### config.mk
export PLATFORM = sky130hd
export DESIGN_NAME = dcache_sram_1rw1r
export DESIGN_NICKNAME = d
export VERILOG_FILES = /design/src/rtl/dcache_sram_1rw1r.sv
export SDC_FILE = /design/constraint.sdc
export NUM_CORES = 2
export LEC_CHECK = 0
export ABC_CLOCK_PERIOD_IN_PS = 13500
export CORE_ASPECT_RATIO = 1.25
export CORE_MARGIN = 2
export CORE_UTILIZATION = 45
export CTS_CLUSTER_DIAMETER = 120
export DETAILED_ROUTE_END_ITERATION = 12
export GPL_ROUTABILITY_DRIVEN = 0
export GPL_TIMING_DRIVEN = 0
export HOLD_SLACK_MARGIN = 0.05
export SLEW_MARGIN = 20
export SYNTH_ARGS = -nofsm -noshare
export SYNTH_HDL_FRONTEND = slang
export SYNTH_SLANG_ARGS = --single-unit
### constraint.sdc
create_clock -name clk0 -period 13.5 [get_ports clk0]
set_input_delay 2.7 -clock clk0 [delete_from_list [all_inputs] [get_ports clk0]]
set_output_delay 2.7 -clock clk0 [all_outputs]
set_load 0.1 [all_outputs]
### src/rtl/dcache_sram_1rw1r.sv
// ---------------------------------------------------------------------------
// dcache_sram_1rw1r
//
// Single-clock behavioural SRAM model for the data-cache data and tag stores.
// Port 0 reads or writes, with a per-lane write mask. Port 1 only reads.
// Both read ports have one cycle of latency and registered outputs. A
// same-address port-0 write and port-1 read can either forward the newly
// merged word to port 1 or return the old word.
//
// After reset an optional sweep writes zero to every word. While the array
// is in reset or sweeping, `busy` is high and all requests are dropped.
//
// Parameters
//   DATA_WIDTH      bits per word
//   ADDR_WIDTH      address bits, RAM_DEPTH = 1 << ADDR_WIDTH
//   WRITE_SIZE      bits per write-mask lane (DATA_WIDTH must be a multiple)
//   NUM_WMASKS      derived lane count, DATA_WIDTH / WRITE_SIZE
//   BYPASS          1: a colliding port-1 read returns the merged new word
//                   0: it returns the old word
//   CLEAR_ON_RESET  1: zero the whole array after reset; 0: no sweep
//
// Ports
//   clk0            clock; all state changes on its rising edge
//   rst             synchronous active-high reset
//   csb0, web0      port 0 chip select / write enable (both active low)
//   wmask0          port 0 per-lane write enable
//   addr0, din0     port 0 address and write data
//   dout0           port 0 registered read data
//   csb1, addr1     port 1 chip select (active low) and address
//   dout1           port 1 registered read data
//   busy            high while in reset or sweeping; requests are ignored
// ---------------------------------------------------------------------------
module dcache_sram_1rw1r #(
    parameter  int DATA_WIDTH     = 128,
    parameter  int ADDR_WIDTH     = 4,
    parameter  int WRITE_SIZE     = 8,
    parameter  bit BYPASS         = 1'b1,
    parameter  bit CLEAR_ON_RESET = 1'b1,
    localparam int NUM_WMASKS     = DATA_WIDTH / WRITE_SIZE
) (
    input  logic                  clk0,
    input  logic                  rst,
    input  logic                  csb0,
    input  logic                  web0,
    input  logic [NUM_WMASKS-1:0] wmask0,
    input  logic [ADDR_WIDTH-1:0] addr0,
    input  logic [DATA_WIDTH-1:0] din0,
    output logic [DATA_WIDTH-1:0] dout0,
    input  logic                  csb1,
    input  logic [ADDR_WIDTH-1:0] addr1,
    output logic [DATA_WIDTH-1:0] dout1,
    output logic                  busy
);

    localparam int                    RAM_DEPTH = 1 << ADDR_WIDTH;
    localparam logic [ADDR_WIDTH-1:0] CLR_LAST  = {ADDR_WIDTH{1'b1}};

    typedef enum logic [1:0] {
        ST_RESET = 2'd0,
        ST_CLEAR = 2'd1,
        ST_READY = 2'd2
    } state_t;

    state_t                 state_r;
    state_t                 state_next_s;
    logic [ADDR_WIDTH-1:0]  clr_addr_r;
    logic [ADDR_WIDTH-1:0]  clr_addr_next_s;

    logic [DATA_WIDTH-1:0]  mem_r [RAM_DEPTH];

    logic [DATA_WIDTH-1:0]  dout0_r;
    logic [DATA_WIDTH-1:0]  dout1_r;
    logic                   busy_r;

    logic                   ready_s;
    logic                   p0_wr_s;
    logic                   p0_rd_s;
    logic                   p1_rd_s;
    logic                   collide_s;
    logic [DATA_WIDTH-1:0]  p0_merged_s;
    logic [DATA_WIDTH-1:0]  p1_data_s;

    logic                   mem_we_s;
    logic [ADDR_WIDTH-1:0]  mem_waddr_s;
    logic [DATA_WIDTH-1:0]  mem_wdata_s;

    // Lane-wise merge: take new_word where the mask bit is set, old_word elsewhere.
    function automatic logic [DATA_WIDTH-1:0] merge_lanes(
        input logic [DATA_WIDTH-1:0] old_word,
        input logic [DATA_WIDTH-1:0] new_word,
        input logic [NUM_WMASKS-1:0] mask
    );
        logic [DATA_WIDTH-1:0] res;
        res = old_word;
        for (int i = 0; i < NUM_WMASKS; i++) begin
            if (mask[i]) begin
                res[i*WRITE_SIZE +: WRITE_SIZE] = new_word[i*WRITE_SIZE +: WRITE_SIZE];
            end else begin
                res[i*WRITE_SIZE +: WRITE_SIZE] = old_word[i*WRITE_SIZE +: WRITE_SIZE];
            end
        end
        return res;
    endfunction

    // State and sweep-counter registers; reset wins from any state.
    always_ff @(posedge clk0) begin
        if (rst) begin
            state_r    <= ST_RESET;
            clr_addr_r <= {ADDR_WIDTH{1'b0}};
        end else begin
            state_r    <= state_next_s;
            clr_addr_r <= clr_addr_next_s;
        end
    end

    // Next state and sweep-counter advance. The sweep exits on the last
    // address rather than on wrap, so the counter never overflows.
    always_comb begin
        state_next_s    = state_r;
        clr_addr_next_s = clr_addr_r;
        case (state_r)
            ST_RESET: begin
                clr_addr_next_s = {ADDR_WIDTH{1'b0}};
                if (CLEAR_ON_RESET) begin
                    state_next_s = ST_CLEAR;
                end else begin
                    state_next_s = ST_READY;
                end
            end
            ST_CLEAR: begin
                if (clr_addr_r == CLR_LAST) begin
                    state_next_s    = ST_READY;
                    clr_addr_next_s = {ADDR_WIDTH{1'b0}};
                end else begin
                    state_next_s    = ST_CLEAR;
                    clr_addr_next_s = clr_addr_r + ADDR_WIDTH'(1'b1);
                end
            end
            ST_READY: begin
                state_next_s    = ST_READY;
                clr_addr_next_s = {ADDR_WIDTH{1'b0}};
            end
            default: begin
                state_next_s    = ST_RESET;
                clr_addr_next_s = {ADDR_WIDTH{1'b0}};
            end
        endcase
    end

    // Request qualification and port-1 forwarding selection.
    always_comb begin
        ready_s     = (state_r == ST_READY) && !rst;
        p0_wr_s     = ready_s && !csb0 && !web0;
        p0_rd_s     = ready_s && !csb0 &&  web0;
        p1_rd_s     = ready_s && !csb1;
        p0_merged_s = merge_lanes(mem_r[addr0], din0, wmask0);
        collide_s   = BYPASS && p0_wr_s && p1_rd_s && (addr0 == addr1);
        if (collide_s) begin
            p1_data_s = p0_merged_s;
        end else begin
            p1_data_s = mem_r[addr1];
        end
    end

    // Single array write port, shared by the clear sweep and port-0 writes.
    // The sweep ignores the masks and writes a whole zero word.
    always_comb begin
        mem_we_s    = 1'b0;
        mem_waddr_s = {ADDR_WIDTH{1'b0}};
        mem_wdata_s = {DATA_WIDTH{1'b0}};
        if (!rst && (state_r == ST_CLEAR)) begin
            mem_we_s    = 1'b1;
            mem_waddr_s = clr_addr_r;
            mem_wdata_s = {DATA_WIDTH{1'b0}};
        end else if (p0_wr_s) begin
            mem_we_s    = 1'b1;
            mem_waddr_s = addr0;
            mem_wdata_s = p0_merged_s;
        end else begin
            mem_we_s    = 1'b0;
        end
    end

    // Storage array; deliberately not reset, only the sweep clears it.
    always_ff @(posedge clk0) begin
        if (mem_we_s) begin
            mem_r[mem_waddr_s] <= mem_wdata_s;
        end
    end

    // Registered read data and busy flag. Read data holds unless a read is accepted.
    always_ff @(posedge clk0) begin
        if (rst) begin
            dout0_r <= {DATA_WIDTH{1'b0}};
            dout1_r <= {DATA_WIDTH{1'b0}};
            busy_r  <= 1'b1;
        end else begin
            busy_r <= (state_next_s != ST_READY);
            if (p0_rd_s) begin
                dout0_r <= mem_r[addr0];
            end
            if (p1_rd_s) begin
                dout1_r <= p1_data_s;
            end
        end
    end

    assign dout0 = dout0_r;
    assign dout1 = dout1_r;
    assign busy  = busy_r;

endmodule

==> summary.md <==
| Metric | Value |
|---|---|
| Maximum vdd drop | `about 0.11 mV` |
| Crit-path slowest cell | `nor2_1` |
| Die Y-Extent | `541 um` |
| Initial antenna violation count | `21` |
| Hold Path Origin | `dout0[30]` |
| TritonCTS Sinks | `roughly 2300` |
| Ys Warns | `0` |
| Routed WL per cell | `roughly 40 um` |
| Final Core Density | `0.537` |
| Clock Pin Slew Worst Setup and Hold Paths | `60 ps` |
| Syn avg cell area | `approximately 19 um^2` |
| Total gr overflow | `0` |
| P&R area growth vs syn | `18.9%` |
| Die width | `433 um` |
| Mapped Cells | `~5500` |
| Worst Hold End | `dout0[30]` |
| # setup viols final | `0` |
| Count of flip-flops with a built-in enable after synthesis | `2048` |
| Internal reg-to-reg setup slack | `between 9000 and 10000 ps` |
| Worst EP required | `about 14000 ps` |
| Setup CP Type | `primary input to flop` |
| Starting Density | `0.451` |
| Antenna Nets Post-Route | `0` |
| Post-Route WL | `383000 um` |
| Cell Count, Final, Fillers Out | `roughly 9600` |
| CP endpoint kind | `flop` |
| Largest net degree at the start of global routing | `31` |
| Netlist Area Pre-Place | `0.104 mm^2` |
| Slew headroom | `0.100` |
| Synth Register Bits | `2311` |
| Vias in the first global route | `65450` |
| GR Util All Layers | `0.325` |
| Num CTS Buffers | `between 200 and 250` |
| Vias post-DR | `64398` |
| Worst reg-to-reg path cell count | `10` |
| Via-per-instance ratio | `approximately 6.7` |
| Detail Placement HPWL | `roughly 260000 um` |
| Residual DRC | `0` |
| Total power | `15.2 mW` |
| Die ar. | `0.234 mm^2` |
| Final Hold Viols | `0` |
| Main synth FF type | `edfxtp_1` |
| CP peak stage delay | `slightly below 900 ps` |
| I/O Buffers | `401` |
| CTS tree | `yes` |
| Delay-heaviest family, CP | `buffers and inverters` |
| CP Max Fanout | `16` |
| Fmax | `0.136 GHz` |
| Worst Path Arrival | `7860 ps` |
| Max-cap violation count | `0` |
| Clk_skew | `49.6 ps` |
| Core Region | `0.230 mm^2` |
| FILL cells | `18021` |
| CTS hold repair buffers | `0` |
| Final Slew Violations | `0` |
| Syn nets | `5661` |
| Tightest Hold Check Type | `flop to flop` |
| Worst path cell trace | `clkdlybuf4s50_1 -> clkbuf_1 -> or2_2 -> buf_1 -> clkbuf_1 -> o22ai_1 -> a21oi_1 -> mux2i_1 -> nor2_1` |
| Worst setup SP type | `primary input` |
| Status | `finished clean` |
| Hold depth | `2` |
| WP buf/inv | `4` |
| H-tree Lvls | `4` |
| Post-CTS Setup Bufs | `0` |
| Nets | `about 6500` |
| Reg-to-Reg Start | `state_r[1]` |
| Share of synthesized area occupied by flip-flops and latches | `0.644` |
| Most frequent CP cell | `clkbuf_1` |
| Rows | `197` |
| Placed Cells | `9157` |
| Boundary pin count | `414` |
| Final Cycle Share | `0.543` |
| RSZ-0062 raised after global routing | `no` |
| Unique masters post-synth | `58` |
| Clock latency on the worst-skew pair | `910 ps` |
| First-pass GRT wire length | `521000 um` |
| Clock tree buffer depth | `4` |
| TritonRoute pass-1 iters | `6` |
| Pleak | `43.3 nW` |
| Starting DRT DRC Count | `9049` |
| Share of post-route cells with drive strength above 1 | `0.296` |
| FF-to-FF End | `dout1[57]` |
| Worst Max-Slew Pin Slew | `1350 ps` |
| Async SR Flop Fraction | `0` |
| Root buffer cell | `clkbuf_16` |
| CP Depth | `9` |
| Final Critical Period | `7330 ps` |
| Power Dens Cells | `124 mW/mm^2` |
| Worst Hold Slack | `454 ps` |
| Post-Route Setup TNS | `0 ps` |
| # resized after CTS | `0` |
## routing by layer
layer	track usage	wire, um	vias up
met2	0.525	184000	4497
met4	0.184	24700	6
met5	0	37	-
li1	-	-	24936
met1	0.406	133000	33907
met3	0.0712	41000	1052
## metrics by stage
step	setup WS, ps	instance area [um^2]
CTS	6560	123000
finish	6170	123000
floorplan	3110	104000
global route	6260	123000
detailed placement	5600	116000
global placement	-8620	112000
## sequential cells by signal, indices dropped and copies added (netlist names)
name,count
mem_r,2048
clr_addr_r,4
dout0,128
dout1,128
busy,1
state_r,2
## kinds of logic (layout without fill, tap and decap cells)
group | Yosys count | count (layout) | synth area share
flops | 2311 | 2311 | 0.644
mux | 1297 | 1297 | 0.260
compound gates | 725 | 725 | 0.0479
simple gates | 701 | 701 | 0.0276
buf+inv | 465 | 1466 | 0.0204
xor+xnor | 3 | 3 | 0.000253
fa+ha+maj | 1 | 1 | 0.000121
other cells | 0 | 21 | 0
## synthesized netlist by cell type (14+ instances only)
cell      instances  share of area
a32oi_1          75         0.0063
mux2i_1         173          0.017
a21oi_1         262          0.013
nor2b_1          17         0.0010
buf_1            41         0.0015
buf_2           121         0.0058
o21ai_1          74         0.0036
dfxtp_1         263          0.051
edfxtp_1       2048           0.59
o211ai_1         23         0.0017
nor2_1          441          0.016
clkbuf_1        244         0.0088
o22ai_1          44         0.0027
nand2_1         167         0.0060
o211ai_2         30         0.0036
buf_4            45         0.0033
o21ai_0          14        0.00068
nand3_1          44         0.0021
mux4_2         1116           0.24
a22o_1          132          0.011
a221oi_1         23         0.0019
## final cells by class
| type | count | area [um^2] | share of cell area |
|---|---|---|---|
| sequential | 2311 | 66800 | 0.541 |
| multi-input combinational | 2727 | 34900 | 0.283 |
| timing repair buffer | 571 | 7880 | 0.0639 |
| clock buffer | 303 | 6410 | 0.0520 |
| tap | 3084 | 3860 | 0.0313 |
| buffer | 457 | 2140 | 0.0174 |
| clock inverter | 127 | 1240 | 0.0101 |
| antenna | 21 | 52.6 | 0.000426 |
| inverter | 8 | 30.0 | 0.000243 |
## report_power, final
part | switching, mW | total (mW) | internal (mW) | leakage [nW]
combinational | 0.606 | 0.949 | 0.343 | 14.7
clock | 2.84 | 6.60 | 3.76 | 3.72
sequential | 0.0106 | 7.70 | 7.69 | 24.8
## worst max-delay path by stage
stage / start / endpoint
6_report: addr0[1] / mem_r[0][56]
3_3_place_gp: addr0[0] / mem_r[11][94]
4_1_cts: addr0[1] / mem_r[14][57]
3_5_place_dp: addr0[1] / mem_r[14][56]
5_1_grt: addr0[1] / mem_r[4][50]
2_1_floorplan: addr0[0] / mem_r[11][0]
## worst reg2reg max path: stages (launching register included)
cell      delay, ps
dfxtp_1         320
buf_4           180
nor2b_1         160
buf_2           220
nand2b_1        130
nor2_4          480
buf_16          250
clkbuf_1        830
clkbuf_1        840
nand3_1         460
o211ai_2        160
## cell usage in the layout, fill, tap and decap left out, types with 21 or more instances in the layout
| cell | instances |
|---|---|
| edfxtp_1 | 2048 |
| mux4_2 | 1116 |
| nor2_1 | 429 |
| clkdlybuf4s50_1 | 399 |
| dfxtp_1 | 263 |
| a21oi_1 | 262 |
| clkbuf_1 | 250 |
| clkbuf_16 | 240 |
| mux2i_1 | 173 |
| nand2_1 | 167 |
| a22o_1 | 132 |
| buf_2 | 127 |
| buf_16 | 82 |
| a32oi_1 | 75 |
| o21ai_1 | 74 |
| buf_12 | 69 |
| clkinv_2 | 48 |
| buf_4 | 45 |
| o22ai_1 | 44 |
| nand3_1 | 44 |
| clkbuf_2 | 39 |
| buf_1 | 36 |
| o211ai_2 | 30 |
| clkinv_1 | 30 |
| a221oi_1 | 23 |
| o211ai_1 | 23 |
| bufinv_16 | 22 |
| diode_2 | 21 |
Note: power is estimated with default switching activity, not from simulation.
